[config.mk]
export PLATFORM = sky130hd
export DESIGN_NAME = mem_bus_arbiter_flat
export DESIGN_NICKNAME = d
export VERILOG_FILES = /design/src/rtl/mem_bus_arbiter_if.sv /design/src/rtl/mem_bus_arbiter.sv /design/src/flat_wrapper.sv
export SDC_FILE = /design/constraint.sdc
export NUM_CORES = 1
export LEC_CHECK = 0
export ABC_AREA = 1
export BUFFER_PORTS_ARGS = -buffer_cell sky130_fd_sc_hd__buf_2
export CAP_MARGIN = 20
export CELL_PAD_IN_SITES_DETAIL_PLACEMENT = 1
export CELL_PAD_IN_SITES_GLOBAL_PLACEMENT = 2
export CORE_ASPECT_RATIO = 1.2
export CORE_MARGIN = 1.5
export CORE_UTILIZATION = 24
export CTS_CLUSTER_DIAMETER = 80
export DETAILED_ROUTE_END_ITERATION = 7
export HOLD_SLACK_MARGIN = 0.05
export PLACE_DENSITY_LB_ADDON = 0.1
export SYNTH_ARGS = -nofsm -noshare
export SYNTH_HDL_FRONTEND = slang
export SYNTH_SLANG_ARGS = --single-unit
[constraint.sdc]
create_clock -name clk_i -period 3.8 [get_ports clk_i]
set_clock_uncertainty 0.05 [all_clocks]
set_input_delay 0.95 -clock clk_i [delete_from_list [all_inputs] [get_ports clk_i]]
set_output_delay 0.95 -clock clk_i [all_outputs]
set_load 0.02 [all_outputs]
[src/rtl/mem_bus_arbiter_if.sv]
// Requester and slave-side bus signals for the two-port memory bus arbiter.
// The arbiter takes the slave view; the environment (cores, memories) takes the master view.
interface mem_bus_arbiter_if;
  logic        if_req_i;
  logic [31:0] if_addr_i;
  logic        if_gnt_o;
  logic        if_rvalid_o;
  logic        if_err_o;

  logic        dm_req_i;
  logic        dm_we_i;
  logic [31:0] dm_addr_i;
  logic [31:0] dm_wdata_i;
  logic [3:0]  dm_be_i;
  logic        dm_gnt_o;
  logic        dm_rvalid_o;
  logic        dm_err_o;

  logic [31:0] rdata_o;
  logic [31:0] bus_addr_o;
  logic [31:0] bus_wdata_o;
  logic [3:0]  bus_be_o;
  logic        bus_we_o;
  logic [31:0] bus_rdata_i;
  logic        en_ram_o;
  logic        en_leds_o;
  logic        en_7_seg_lcd_o;
  logic        en_buttons_o;

  modport slave (
    input  if_req_i, if_addr_i,
    input  dm_req_i, dm_we_i, dm_addr_i, dm_wdata_i, dm_be_i,
    input  bus_rdata_i,
    output if_gnt_o, if_rvalid_o, if_err_o,
    output dm_gnt_o, dm_rvalid_o, dm_err_o,
    output rdata_o, bus_addr_o, bus_wdata_o, bus_be_o, bus_we_o,
    output en_ram_o, en_leds_o, en_7_seg_lcd_o, en_buttons_o
  );

  modport master (
    output if_req_i, if_addr_i,
    output dm_req_i, dm_we_i, dm_addr_i, dm_wdata_i, dm_be_i,
    output bus_rdata_i,
    input  if_gnt_o, if_rvalid_o, if_err_o,
    input  dm_gnt_o, dm_rvalid_o, dm_err_o,
    input  rdata_o, bus_addr_o, bus_wdata_o, bus_be_o, bus_we_o,
    input  en_ram_o, en_leds_o, en_7_seg_lcd_o, en_buttons_o
  );
endinterface

[src/rtl/mem_bus_arbiter.sv]
// Round-robin arbiter between instruction fetch and data port on the shared memory bus,
// with region decode, programmable wait states and unmapped-address error responses.
module mem_bus_arbiter #(
    parameter int IO_WAIT  = 1,
    parameter int RAM_WAIT = 0
) (
    input logic clk_i,
    input logic rst_ni,
    mem_bus_arbiter_if.slave bus
);

    typedef enum logic [2:0] {S_IDLE, S_ACCESS, S_WAIT, S_RESP, S_ERR} state_t;

    localparam logic [3:0] IO_W  = 4'(IO_WAIT);
    localparam logic [3:0] RAM_W = 4'(RAM_WAIT);

    state_t      state;
    logic        rdy;
    logic        last_dm;
    logic        owner_dm;
    logic        we_q;
    logic [31:0] addr_q;
    logic [31:0] wdata_q;
    logic [3:0]  be_q;
    logic [3:0]  en_q;       // {buttons, 7seg, leds, ram}
    logic [3:0]  cnt;
    logic        bus_we_q;
    logic        if_rv_q, dm_rv_q, if_err_q, dm_err_q;

    function automatic logic [3:0] decode(input logic [31:0] a);
        decode = 4'b0000;
        if (a[31:29] == 3'b100)          decode = 4'b0001;
        else if (a[31:12] == 20'h50000)  decode = 4'b0010;
        else if (a[31:12] == 20'h60000)  decode = 4'b0100;
        else if (a[31:12] == 20'h70000)  decode = 4'b1000;
    endfunction

    logic        pick_if;
    logic        idle_go;
    logic [31:0] req_addr;
    logic [3:0]  req_region;
    logic        req_we;
    logic [3:0]  wait_sel;

    // IF wins when alone or when DM had the previous grant
    assign pick_if    = bus.if_req_i && (!bus.dm_req_i || last_dm);
    assign idle_go    = (state == S_IDLE) && rdy && (bus.if_req_i || bus.dm_req_i);
    assign req_addr   = pick_if ? bus.if_addr_i : bus.dm_addr_i;
    assign req_region = decode(req_addr);
    assign req_we     = !pick_if && bus.dm_we_i;
    assign wait_sel   = en_q[0] ? RAM_W : IO_W;

    always_ff @(posedge clk_i or negedge rst_ni) begin
        if (!rst_ni) begin
            state    <= S_IDLE;
            rdy      <= 1'b0;
            last_dm  <= 1'b1;
            owner_dm <= 1'b0;
            we_q     <= 1'b0;
            addr_q   <= '0;
            wdata_q  <= '0;
            be_q     <= '0;
            en_q     <= '0;
            cnt      <= '0;
            bus_we_q <= 1'b0;
            if_rv_q  <= 1'b0;
            dm_rv_q  <= 1'b0;
            if_err_q <= 1'b0;
            dm_err_q <= 1'b0;
        end else begin
            rdy <= 1'b1;
            case (state)
                S_IDLE: begin
                    if (idle_go) begin
                        owner_dm <= !pick_if;
                        last_dm  <= !pick_if;
                        addr_q   <= req_addr & 32'hFFFF_FFFC;
                        we_q     <= req_we;
                        wdata_q  <= pick_if ? 32'h0 : bus.dm_wdata_i;
                        be_q     <= req_we ? bus.dm_be_i : 4'hF;
                        if (|req_region) begin
                            state    <= S_ACCESS;
                            en_q     <= req_region;
                            bus_we_q <= req_we;
                        end else begin
                            state    <= S_ERR;
                            if_rv_q  <= pick_if;
                            dm_rv_q  <= !pick_if;
                            if_err_q <= pick_if;
                            dm_err_q <= !pick_if;
                        end
                    end
                end
                S_ACCESS: begin
                    bus_we_q <= 1'b0;
                    cnt      <= wait_sel;
                    if (wait_sel != 4'd0) begin
                        state <= S_WAIT;
                    end else begin
                        state   <= S_RESP;
                        if_rv_q <= !owner_dm;
                        dm_rv_q <= owner_dm;
                    end
                end
                S_WAIT: begin
                    cnt <= cnt - 4'd1;
                    if (cnt == 4'd1) begin
                        state   <= S_RESP;
                        if_rv_q <= !owner_dm;
                        dm_rv_q <= owner_dm;
                    end
                end
                S_RESP: begin
                    state   <= S_IDLE;
                    en_q    <= '0;
                    if_rv_q <= 1'b0;
                    dm_rv_q <= 1'b0;
                end
                S_ERR: begin
                    state    <= S_IDLE;
                    if_rv_q  <= 1'b0;
                    dm_rv_q  <= 1'b0;
                    if_err_q <= 1'b0;
                    dm_err_q <= 1'b0;
                end
                default: state <= S_IDLE;
            endcase
        end
    end

    assign bus.if_gnt_o       = idle_go && pick_if;
    assign bus.dm_gnt_o       = idle_go && !pick_if;
    assign bus.if_rvalid_o    = if_rv_q;
    assign bus.dm_rvalid_o    = dm_rv_q;
    assign bus.if_err_o       = if_err_q;
    assign bus.dm_err_o       = dm_err_q;
    // Store responses return zero; the slave's read bus is only forwarded for loads/fetches
    assign bus.rdata_o        = (state == S_RESP && !we_q) ? bus.bus_rdata_i : 32'h0;
    assign bus.bus_addr_o     = addr_q;
    assign bus.bus_wdata_o    = wdata_q;
    assign bus.bus_be_o       = be_q;
    assign bus.bus_we_o       = bus_we_q;
    assign bus.en_ram_o       = en_q[0];
    assign bus.en_leds_o      = en_q[1];
    assign bus.en_7_seg_lcd_o = en_q[2];
    assign bus.en_buttons_o   = en_q[3];

endmodule

[src/flat_wrapper.sv]
// flat-port wrapper written by rule: the top's interface ports become plain ports
module mem_bus_arbiter_flat 
#(
    parameter int IO_WAIT  = 1,
    parameter int RAM_WAIT = 0
)
  (clk_i, rst_ni, bus_if_req_i, bus_if_addr_i, bus_dm_req_i, bus_dm_we_i, bus_dm_addr_i, bus_dm_wdata_i, bus_dm_be_i, bus_bus_rdata_i, bus_if_gnt_o, bus_if_rvalid_o, bus_if_err_o, bus_dm_gnt_o, bus_dm_rvalid_o, bus_dm_err_o, bus_rdata_o, bus_bus_addr_o, bus_bus_wdata_o, bus_bus_be_o, bus_bus_we_o, bus_en_ram_o, bus_en_leds_o, bus_en_7_seg_lcd_o, bus_en_buttons_o);
  mem_bus_arbiter_if bus_i ();
  input logic clk_i;
  input logic rst_ni;
  input wire logic [$bits(bus_i.if_req_i)-1:0] bus_if_req_i;
  input wire logic [$bits(bus_i.if_addr_i)-1:0] bus_if_addr_i;
  input wire logic [$bits(bus_i.dm_req_i)-1:0] bus_dm_req_i;
  input wire logic [$bits(bus_i.dm_we_i)-1:0] bus_dm_we_i;
  input wire logic [$bits(bus_i.dm_addr_i)-1:0] bus_dm_addr_i;
  input wire logic [$bits(bus_i.dm_wdata_i)-1:0] bus_dm_wdata_i;
  input wire logic [$bits(bus_i.dm_be_i)-1:0] bus_dm_be_i;
  input wire logic [$bits(bus_i.bus_rdata_i)-1:0] bus_bus_rdata_i;
  output wire logic [$bits(bus_i.if_gnt_o)-1:0] bus_if_gnt_o;
  output wire logic [$bits(bus_i.if_rvalid_o)-1:0] bus_if_rvalid_o;
  output wire logic [$bits(bus_i.if_err_o)-1:0] bus_if_err_o;
  output wire logic [$bits(bus_i.dm_gnt_o)-1:0] bus_dm_gnt_o;
  output wire logic [$bits(bus_i.dm_rvalid_o)-1:0] bus_dm_rvalid_o;
  output wire logic [$bits(bus_i.dm_err_o)-1:0] bus_dm_err_o;
  output wire logic [$bits(bus_i.rdata_o)-1:0] bus_rdata_o;
  output wire logic [$bits(bus_i.bus_addr_o)-1:0] bus_bus_addr_o;
  output wire logic [$bits(bus_i.bus_wdata_o)-1:0] bus_bus_wdata_o;
  output wire logic [$bits(bus_i.bus_be_o)-1:0] bus_bus_be_o;
  output wire logic [$bits(bus_i.bus_we_o)-1:0] bus_bus_we_o;
  output wire logic [$bits(bus_i.en_ram_o)-1:0] bus_en_ram_o;
  output wire logic [$bits(bus_i.en_leds_o)-1:0] bus_en_leds_o;
  output wire logic [$bits(bus_i.en_7_seg_lcd_o)-1:0] bus_en_7_seg_lcd_o;
  output wire logic [$bits(bus_i.en_buttons_o)-1:0] bus_en_buttons_o;
  assign bus_i.if_req_i = bus_if_req_i;
  assign bus_i.if_addr_i = bus_if_addr_i;
  assign bus_i.dm_req_i = bus_dm_req_i;
  assign bus_i.dm_we_i = bus_dm_we_i;
  assign bus_i.dm_addr_i = bus_dm_addr_i;
  assign bus_i.dm_wdata_i = bus_dm_wdata_i;
  assign bus_i.dm_be_i = bus_dm_be_i;
  assign bus_i.bus_rdata_i = bus_bus_rdata_i;
  assign bus_if_gnt_o = bus_i.if_gnt_o;
  assign bus_if_rvalid_o = bus_i.if_rvalid_o;
  assign bus_if_err_o = bus_i.if_err_o;
  assign bus_dm_gnt_o = bus_i.dm_gnt_o;
  assign bus_dm_rvalid_o = bus_i.dm_rvalid_o;
  assign bus_dm_err_o = bus_i.dm_err_o;
  assign bus_rdata_o = bus_i.rdata_o;
  assign bus_bus_addr_o = bus_i.bus_addr_o;
  assign bus_bus_wdata_o = bus_i.bus_wdata_o;
  assign bus_bus_be_o = bus_i.bus_be_o;
  assign bus_bus_we_o = bus_i.bus_we_o;
  assign bus_en_ram_o = bus_i.en_ram_o;
  assign bus_en_leds_o = bus_i.en_leds_o;
  assign bus_en_7_seg_lcd_o = bus_i.en_7_seg_lcd_o;
  assign bus_en_buttons_o = bus_i.en_buttons_o;
  mem_bus_arbiter #(.IO_WAIT(IO_WAIT), .RAM_WAIT(RAM_WAIT)) u_core (.clk_i(clk_i), .rst_ni(rst_ni), .bus(bus_i));
endmodule
==> run metrics, run 1 <==
cts bufs inserted 9; vias in the first global route 4268; cts-stage hold buffer count 0; VDD IR-drop max about 290 uV; post-synth top area share 52.3%; Seq cells post-synth 86; register area share after synthesis between 50 and 60%; DP Worst Slack 0.624 ns; RR Startpoint u_core.last_dm; Core Box Area roughly 0.016 mm2; final setup fails 0; CP endpoint kind output pin; share of cells above drive strength 1 between 30% and 40%; hold endpoint u_core.bus.dm_rvalid_o; startpoint type of the worst setup path primary input; I/O pins approximately 250; Die H approximately 150 um; cells after synthesis about 490; CP Max Fanout 15; synth cell count leaders nand2_1 (114), dfrtp_1 (85), nor2_1 (78); worst slew pin tran around 0.58 ns; largest net degree at the start of global routing 47; initial antenna violation count 0; Final Net Count around 860; Hold Crit Start u_core.bus.dm_rvalid_o; Syn-to-layout area delta 42.7%; Vias/cell approximately 4.4; RePlAce Congestion ~0.75; Mapped Area about 0.0041 mm2; most instantiated library cell after synthesis nand2_1; Worst-Skew Late Latency roughly 0.34 ns; Final Cycle Share roughly 80%; P_leak ~0.0033 uW; IO buf count 241; synth top area cells dfrtp_1 (52%), nand2_1 (11%), nor2_1 (7.2%), a22o_1 (6.9%), inv_1 (5.1%); HP Class flop to flop; largest area contributor in the netlist dfrtp_1; slack of the worst reg-to-reg path between 1 and 1.5 ns; Clock transition at path regs 0.06 ns; clock root buffer clkbuf_16; diode count 0; hold depth 2; die area between 0.015 and 0.02 mm2; Die Wd roughly 120 um; Post-synth EDFFs 0; 1st-iter DRT viols 94; Yosys cell types 31; Clock Sinks between 80 and 90; post-synthesis async set-or-reset flop share 100%; post-detail-place hpwl 11.0 mm; Clock Path Buffers 2; outcome completed; post-CTS setup buffers 0; Final Hold Viols 0; ys flop type dfrtp_1; via count around 4100; row count between 50 and 60; first-pass GRT wire length around 22 mm; Syn Area/Cell ~8.3 um2; power consumption 4530 uW; arrival time at the worst endpoint ~2.1 ns; Max Cap Violations 0; H-tree lvl count 3; reg2reg end u_core.en_q[2]; WL per Instance around 15 um; Post-route DRC 0; CTS tree built; Routed WL 14.4 mm; drt first pass iters 4; Resized cells post-CTS 0; Worst EP required about 2.8 ns; Tot GR Track Use 16.2%; Achievable Freq about 0.32 GHz; Worst R2R Path Depth 11; PwrDens between 700 and 800 mW/mm2; ANT nets after route 0; post-layout min period about 3.1 ns; final worst slack around 0.67 ns; gr ovfl total 0; total negative setup slack 0 ns; RSZ-0062 raised after global routing no; critical path class primary input to output pin; Max Slew Vio Count 0; yosys warns 0; Slew HR between 60 and 70%; Initial Util ~25%
==> how the worst max path moves through the flow <==
stage                       from            to  depth (start not counted)
finish              bus_if_req_i  bus_if_gnt_o                          6
floorplan           bus_dm_req_i  bus_dm_gnt_o                          5
detailed placement  bus_if_req_i  bus_if_gnt_o                          6
global placement    bus_if_req_i  bus_if_gnt_o                          6
global route        bus_if_req_i  bus_if_gnt_o                          6
CTS                 bus_if_req_i  bus_if_gnt_o                          6
==> final cells by class <==
type | count | area (um2)
fillers | 2057 | 10600
inverters | 57 | 214
flip-flops and latches | 86 | 2150
repair buffers | 247 | 1270
clock buffers | 10 | 239
well taps | 212 | 265
clock inverters | 6 | 73.8
multi-input cells | 322 | 1590
==> cells by family after synthesis <==
kind of cell	Yosys count	share of synthesized area, %
buffers and inverters	80	8.15
and+or+nand+nor	242	24.5
DFF	86	53.0
adders and majority gates	2	0.615
other	2	0.185
AOI/OAI and AO/OA	75	13.6
==> state kept, by name (all words and copies together) (netlist names) <==
signal,cells
u_core.we_q,1
u_core.last_dm,1
u_core.bus.bus_wdata_o,32
u_core.bus.if_rvalid_o,1
u_core.owner_dm,1
u_core.cnt,4
u_core.bus.dm_rvalid_o,1
u_core.bus.bus_addr_o,30
u_core.rdy,1
u_core.bus.if_err_o,1
u_core.bus.bus_we_o,1
u_core.bus.dm_err_o,1
u_core.state,3
u_core.en_q,4
u_core.bus.bus_be_o,4
==> per-layer routing <==
| layer | part of all wire (%) | track usage [%] | up-vias | wire (um) |
|---|---|---|---|---|
| met2 | 49 | 28.3 | 157 | 7110 |
| met1 | 41 | 18.6 | 1924 | 5890 |
| met4 | 1.5 | 5.24 | 0 | 217 |
| met5 | 0 | 0 | - | 0 |
| li1 | - | - | 2046 | - |
| met3 | 8.0 | 4.94 | 14 | 1160 |
==> worst max-delay path, cell delays in order <==
cell and delay (ns):
buf_2 0.30, o21ai_0 0.20, nor2_2 0.20, inv_2 0.14, nor2_1 0.14, buf_2 0.19
==> layout by cell type (no fill, tap or decap), types with 7 or more instances in the layout <==
master	n
nand3_1	33
buf_2	240
nand2_1	114
clkbuf_16	9
a21oi_1	7
a22o_1	32
nor2_1	77
dfrtp_1	85
o21ai_0	9
inv_1	55
a31oi_1	16
==> where the power goes <==
group	leakage [uW]	total (uW)	switching (uW)	internal (uW)
Combinational	0.00212	2020	1310	710
Clock	0.000154	942	404	539
Sequential	0.00106	1570	229	1340
==> through the flow <==
step	hold WS [ns]	instances	area (um2)	util [%]
2_1_floorplan	0.407	488	4070	-
3_3_place_gp	0.407	924	5490	33.5
3_5_place_dp	0.409	924	5490	33.5
4_1_cts	0.427	940	5800	35.4
5_1_grt	0.443	940	5800	35.4
6_report	0.422	940	5800	35.4
No activity file was read; power rests on OpenSTA's default activity.
==> inputs of run 2 (changes only) <==
--- a/config.mk
+++ b/config.mk
@@ -5,14 +5,14 @@
 export SDC_FILE = /design/constraint.sdc
 export NUM_CORES = 1
 export LEC_CHECK = 0
-export ABC_AREA = 1
+export ABC_AREA = 0
 export BUFFER_PORTS_ARGS = -buffer_cell sky130_fd_sc_hd__buf_2
 export CAP_MARGIN = 20
 export CELL_PAD_IN_SITES_DETAIL_PLACEMENT = 1
 export CELL_PAD_IN_SITES_GLOBAL_PLACEMENT = 2
 export CORE_ASPECT_RATIO = 1.2
 export CORE_MARGIN = 1.5
-export CORE_UTILIZATION = 24
+export CORE_UTILIZATION = 21
 export CTS_CLUSTER_DIAMETER = 80
 export DETAILED_ROUTE_END_ITERATION = 7
 export HOLD_SLACK_MARGIN = 0.05
==> constraint.sdc (replaced) <==
create_clock -name clk_i -period 2.75 [get_ports clk_i]
set_clock_uncertainty 0.05 [all_clocks]
set_input_delay 0.6875 -clock clk_i [delete_from_list [all_inputs] [get_ports clk_i]]
set_output_delay 0.6875 -clock clk_i [all_outputs]
set_load 0.02 [all_outputs]
==> run 2 against run 1 <==
- final cell count grew 5.9%
- die area grew 18%
- register-to-register slack worse by 1.0 ns
- first-iteration DRC count down 23%
- design area is 4.8% higher
- global-route usage down 1.1 points
- clock power increased by 36%
- combinational power increased by 43%
- non-clock buffer count is 10 higher
- worst hold slack worse by 0.16 ns
- critical path type is now flop to output pin
- largest power group unchanged
- highest routed layer unchanged
==> run metrics, run 2 <==
P_leak 0.00317 uW (was 0.00333 uW); Achievable Freq around 0.38 GHz; outcome completed (unchanged); arrival time at the worst endpoint 1.86 ns (was 2.13 ns); critical path class flop to output pin (was primary input to output pin); sw power 2710 uW (was 1940 uW); cells after synthesis 493 (was 487); WL met1 6.12 mm (was 5.89 mm); Finished Cell Area 0.00608 mm2 (was 0.00580 mm2); sequential fraction of design power 33.7% (was 34.6%); most instantiated library cell after synthesis nand2_1 (unchanged); post-detail-place hpwl 11.9 mm (was 11.0 mm); post-synthesis async set-or-reset flop share 100% (unchanged); RSZ-0062 raised after global routing no (unchanged); synth cell count leaders nand2_1 (140), dfrtp_1 (85), nor2_1 (45) (was nand2_1 (114), dfrtp_1 (85), nor2_1 (78)); Yosys cell types 41 (was 31); clock group share of total power 20.3% (was 20.8%); WL per Instance 15.7 um (was 15.3 um); gr ovfl total 0 (unchanged); post-layout min period 2.60 ns; Post-route DRC 0 (unchanged); register area share after synthesis 51.0% (was 53.0%); vias in the first global route 4690 (was 4268); Slew HR 60.2% (was 61.4%); yosys warns 0 (unchanged); slack of the worst reg-to-reg path 0.20 ns (was 1.20 ns); Register Area 0.00215 mm2 (unchanged); Resized cells post-CTS 0 (unchanged); Worst R2R Path Depth 6 (was 11); area of the multi-input gates 0.00190 mm2 (was 0.00159 mm2); PwrDens 1030 mW/mm2 (was 780 mW/mm2); Tot GR Track Use 15.1% (was 16.2%); cts-stage hold buffer count 0 (unchanged); Comb pwr share 46.0% (was 44.5%); CTS tree built (unchanged); Die Wd 132 um (was 122 um); cell area after placement 0.00576 mm2 (was 0.00549 mm2); IO buf count 241 (unchanged); Post-synth EDFFs 0 (unchanged); total negative setup slack 0 ns (unchanged); Worst EP required 2.01 ns (was 2.80 ns); Final Net Count 865 (was 862); Clock Path Buffers 2 (unchanged); CP endpoint kind output pin (unchanged); FILL cells 2416 (was 2057); reg2reg end u_core.en_q[2] (unchanged); VDD IR-drop max 309 uV (was 286 uV); most frequent cells in the layout buf_2 (240), nand2_1 (139), dfrtp_1 (85), nor2_1 (45) (was buf_2 (240), nand2_1 (114), dfrtp_1 (85), nor2_1 (77), inv_1 (55)); Max Slew Vio Count 0 (unchanged); via count 4339 (was 4141); Clock transition at path regs 0.06 ns (about the same); 1st-iter DRT viols 72 (was 94); power consumption 6280 uW (was 4530 uW); die area 0.0210 mm2 (was 0.0177 mm2); share of cells above drive strength 1 39.3% (was 37.9%); Mapped Area 0.00422 mm2 (was 0.00407 mm2); Core Box Area 0.0196 mm2 (was 0.0164 mm2); post-CTS setup buffers 0 (unchanged); Syn Area/Cell 8.56 um2 (was 8.35 um2); Final Hold Viols 0 (unchanged); Largest register FFs 32 (unchanged); I/O pins 248 (unchanged); Initial Util 21.5% (was 24.8%); Worst-Skew Late Latency 0.34 ns (about the same); most common cell after layout, fill and taps aside buf_2 (unchanged); Die H 158 um (was 146 um); clock root buffer clkbuf_16 (unchanged); Cell Int Power 3560 uW (was 2590 uW); WL met2 8.15 mm (was 7.11 mm); first-pass GRT wire length 24.6 mm (was 22.3 mm); largest net degree at the start of global routing 94 (was 47); row count 56 (was 51); Clock Sinks 86 (unchanged); cts bufs inserted 9 (unchanged); CP Max Fanout 6 (was 15); H-tree lvl count 3 (unchanged); initial antenna violation count 3 (was 0); RR Startpoint u_core.last_dm (unchanged); Max Cap Violations 0 (unchanged); DR WL met3 1.07 mm (was 1.16 mm); Routed WL 15.6 mm (was 14.4 mm); Seq cells post-synth 86 (unchanged); ANT nets after route 0 (unchanged); worst slew pin tran 0.596 ns (was 0.578 ns); Sw Share 43.2% (was 42.8%); HP Class primary input to async pin (was flop to flop); Final Cycle Share between 90% and 100%; drt first pass iters 4 (unchanged); post-synth top area share 50.4% (was 52.3%); largest area contributor in the netlist dfrtp_1 (unchanged); RePlAce Congestion 0.754 (was 0.746); final setup fails 0 (unchanged); synth top area cells dfrtp_1 (50%), nand2_1 (12%), and2_1 (5.3%), a31oi_1 (4.3%), nand3_1 (4.3%) (was dfrtp_1 (52%), nand2_1 (11%), nor2_1 (7.2%), a22o_1 (6.9%), inv_1 (5.1%)); ys flop type dfrtp_1 (unchanged); Syn-to-layout area delta 44.2% (was 42.7%); Vias/cell 4.36 (was 4.41); max layer used met4 (unchanged); startpoint type of the worst setup path flop (was primary input)
-- run 2: worst max path at each step --
stage,startpoint,end,slack (ns),cells past startpoint
CTS,u_core.state[0],bus_if_gnt_o,0.11,4
finish,u_core.state[0],bus_if_gnt_o,0.15,4
detailed placement,bus_if_addr_i[14],u_core.en_q[2],-0.05,7
global route,u_core.state[0],bus_if_gnt_o,0.01,4
floorplan,u_core.state[0],bus_if_gnt_o,0.23,6
global placement,bus_if_addr_i[14],u_core.en_q[2],-0.002,7
-- run 2: worst max-delay path, cell delays in order, from the launching register on --
cell and delay [ns]:
dfrtp_1 0.37, or2_1 0.32, or3_1 0.45, nor2_1 0.17
buf_2 0.21
-- run 2: area by class of cell --
cell class / count / share of cell area [%]
tap: 261 / 5.37
sequential: 86 / 35.4
timing repair buffer: 257 / 22.3
multi-input combinational: 364 / 31.2
clock buffer: 10 / 3.93
clock inverter: 6 / 1.17
antenna: 3 / 0.123
inverter: 8 / 0.494
-- run 2: logic make-up after synthesis --
family	after synthesis	synth area share, %
other	2	0.178
flip-flops	86	51.0
AND/OR/NAND/NOR	282	30.2
adder cells (fa/ha/maj)	2	0.593
buffers and inverters	44	4.30
multiplexers	8	2.05
XOR/XNOR	1	0.208
AO/OA/AOI/OAI	68	11.4
-- run 2: per-stage QoR --
step | worst slack (ns) | util, % | cells | hold WS, ns
after global placement | -0.00187 | 29.4 | 976 | 0.396
after global routing | 0.0147 | 31.0 | 994 | 0.288
final | 0.148 | 31.0 | 995 | 0.262
after detailed placement | -0.0542 | 29.4 | 976 | 0.401
after CTS | 0.107 | 31.0 | 992 | 0.275
after floorplan | 0.235 | - | 494 | 0.342
-- run 2: layer usage --
layer	global-route usage, %	up-vias
met5	0	-
met4	6.65	0
li1	-	2112
met2	27.2	135
met1	16.7	2078
met3	4.27	14
-- run 2: power by group through the flow --
stage	sequential [uW]	combinational (uW)	clock, uW
floorplan	2730	1230	0
global placement	2130	2910	0
global route	2200	3220	1380
finish	2110	2890	1280
detailed placement	2150	2960	0
CTS	2130	2970	1340
==> inputs of run 3 (changes only) <==
--- a/config.mk
+++ b/config.mk
@@ -6,15 +6,15 @@
 export NUM_CORES = 1
 export LEC_CHECK = 0
 export ABC_AREA = 0
-export BUFFER_PORTS_ARGS = -buffer_cell sky130_fd_sc_hd__buf_2
 export CAP_MARGIN = 20
 export CELL_PAD_IN_SITES_DETAIL_PLACEMENT = 1
 export CELL_PAD_IN_SITES_GLOBAL_PLACEMENT = 2
 export CORE_ASPECT_RATIO = 1.2
 export CORE_MARGIN = 1.5
-export CORE_UTILIZATION = 21
+export CORE_UTILIZATION = 30
 export CTS_CLUSTER_DIAMETER = 80
 export DETAILED_ROUTE_END_ITERATION = 7
+export DONT_BUFFER_PORTS = 1
 export HOLD_SLACK_MARGIN = 0.05
 export PLACE_DENSITY_LB_ADDON = 0.1
 export SYNTH_ARGS = -nofsm -noshare
==> run 3 against run 2 <==
- critical path depth did not move
- non-clock buffer count fell by 240
- global-route usage increased by 2.6 points
- clock power about the same
- design area shrank 22%
- utilization rose by 3.5 points
- sequential power grew 35%
- highest routed layer unchanged
==> run metrics, run 3 (synthesis gave the netlist of run 2 again) <==
Critical Path Slowest Stage Cell or3_1 (unchanged); post-CTS setup buffers 0 (unchanged); HP Class primary input to async pin (unchanged); RR Startpoint u_core.last_dm (unchanged); cts-stage hold buffer count 1 (was 0); Worst EP required 2.01 ns (about the same); cts bufs inserted 9 (unchanged); Crit path largest cell delay 0.51 ns (was 0.45 ns); cell breakdown of the critical path or2_1 > or3_1 > nor2_1 > buf_4 (was or2_1 > or3_1 > nor2_1 > buf_2); RSZ-0062 raised after global routing no (unchanged); WP depth 4 (unchanged); I/O pins 248 (unchanged); arrival time at the worst endpoint 1.88 ns (was 1.86 ns); 1st-iter DRT viols 121 (was 72); first-pass GRT wire length 20.5 mm (was 24.6 mm); Clock transition at path regs 0.07 ns (was 0.06 ns); RePlAce Congestion 0.722 (was 0.754); startpoint type of the worst setup path flop (unchanged); Clock Path Buffers 2 (unchanged); ANT nets after route 0 (unchanged); Buf+Inv Stages, Crit Path 1 (unchanged); Resized cells post-CTS 0 (unchanged); clock root buffer clkbuf_16 (unchanged); sequential fraction of design power 50.5% (was 33.7%); Initial Util 30.7% (was 21.5%); CTS tree built (unchanged); PwrDens 1190 mW/mm2 (was 1030 mW/mm2); Clock Sinks 86 (unchanged); largest net degree at the start of global routing 86 (was 94); Final Net Count 625 (was 865); sw power 2540 uW (was 2710 uW); Achievable Freq 0.382 GHz (was 0.384 GHz); Die H 133 um (was 158 um); Sw Share 45.0% (was 43.2%); final setup fails 0 (unchanged); Final Cycle Share 95.3% (was 94.6%); worst slew pin tran 0.618 ns (was 0.596 ns); Core Box Area 0.0138 mm2 (was 0.0196 mm2); Max Cap Violations 0 (unchanged); via count 3460 (was 4339); most common cell after layout, fill and taps aside nand2_1 (was buf_2); Worst R2R Path Depth 6 (unchanged); drt first pass iters 6 (was 4); H-tree lvl count 3 (unchanged); crit path launch u_core.state[0] (unchanged); Cell Int Power 3110 uW (was 3560 uW); row count 47 (was 56); FILL cells 1646 (was 2416); Post-route DRC 0 (unchanged); Die Wd 111 um (was 132 um); Vias/cell 5.23 (was 4.36); die area 0.0148 mm2 (was 0.0210 mm2); Comb pwr share 27.3% (was 46.0%); Largest register FFs 32 (unchanged); Max Slew Vio Count 0 (unchanged); non-filler cells, final 661 (was 995); Routed WL 12.9 mm (was 15.6 mm); Final Hold Viols 0 (unchanged); post-detail-place hpwl 9.24 mm (was 11.9 mm); initial antenna violation count 0 (was 3); Slew HR 58.8% (was 60.2%); diode count 0 (was 3); crit path capture bus_if_gnt_o (unchanged); CP endpoint kind output pin (unchanged); reg2reg end u_core.en_q[3] (was u_core.en_q[2]); dpl cells 645 (was 976); CP top delay family simple AND/OR/NAND/NOR gates (unchanged); critical path class flop to output pin (unchanged); total negative setup slack 0 ns (unchanged); clock group share of total power 22.2% (was 20.3%); VDD IR-drop max 397 uV (was 309 uV); Syn-to-layout area delta 12.4% (was 44.2%); share of cells above drive strength 1 9.39% (was 39.3%); vias in the first global route 3754 (was 4690); Layout Utilization 34.5% (was 31.0%); WL per Instance 19.5 um (was 15.7 um); Tot GR Track Use 17.7% (was 15.1%); post-layout min period 2.62 ns (was 2.60 ns); most frequent cells in the layout nand2_1 (139), dfrtp_1 (85), nor2_1 (45), and2_1 (36), nand3_1 (36) (was buf_2 (240), nand2_1 (139), dfrtp_1 (85), nor2_1 (45)); slack of the worst reg-to-reg path 0.21 ns (was 0.20 ns); outcome completed (unchanged); CP Max Fanout 7 (was 6); Worst-Skew Late Latency 0.35 ns (was 0.34 ns); P_leak 0.00215 uW (was 0.00317 uW); gr ovfl total 0 (unchanged); IO buf count 0 (was 241)
-- run 3: metrics by stage --
step | cell area [um2] | worst slack [ns] | power (uW) | hold WS (ns)
CTS | 4740 | 0.0876 | 5760 | 0.109
detailed placement | 4420 | 0.114 | 4450 | 0.344
global route | 4740 | 0.00711 | 6070 | 0.108
floorplan | 4220 | 0.235 | 3960 | 0.342
finish | 4740 | 0.129 | 5650 | 0.127
global placement | 4420 | 0.168 | 4370 | 0.344
-- run 3: worst register-to-register path, stage by stage, from the launching register on --
cell      delay [ns]
dfstp_2         0.53
nand2b_4        0.13
and2_1          0.27
mux2i_1         0.49
nand4_4         0.27
a31oi_4         0.32
mux2_2          0.36
-- run 3: area by class of cell --
cell class | count | area [um2] | area share [%]
Clock inverter | 6 | 71.3 | 1.50
Multi-Input combinational cell | 364 | 1900 | 40.1
Inverter | 8 | 30.0 | 0.633
Tap cell | 171 | 214 | 4.51
Sequential cell | 86 | 2150 | 45.4
Clock buffer | 9 | 225 | 4.75
Timing Repair Buffer | 17 | 148 | 3.11
-- run 3: power by group through the flow --
stage | registers (uW) | clock network (uW) | logic, uW
6_report | 2850 | 1260 | 1540
5_1_grt | 2930 | 1350 | 1790
4_1_cts | 2880 | 1300 | 1580
3_5_place_dp | 2900 | 0 | 1550
3_3_place_gp | 2890 | 0 | 1490
2_1_floorplan | 2730 | 0 | 1230
-- run 3: worst min path at each step --
stage                     startpoint                   endpoint  slack [ns]  cells after the start
after floorplan               rst_ni  u_core.bus.bus_addr_o[10]        0.34                      0
after global placement        rst_ni        u_core.bus.if_err_o        0.34                      0
after detailed placement      rst_ni        u_core.bus.if_err_o        0.34                      0
after CTS                     rst_ni             u_core.last_dm        0.11                      0
after global routing          rst_ni             u_core.last_dm        0.11                      0
final                         rst_ni             u_core.last_dm        0.13                      0
-- run 3: metal layers --
| layer | wire (um) | track usage (%) | vias up |
|---|---|---|---|
| met2 | 6690 | 30.9 | 144 |
| li1 | - | - | 1625 |
| met3 | 964 | 4.95 | 19 |
| met5 | 0 | 0 | - |
| met1 | 4910 | 20.2 | 1672 |
| met4 | 306 | 7.81 | 0 |
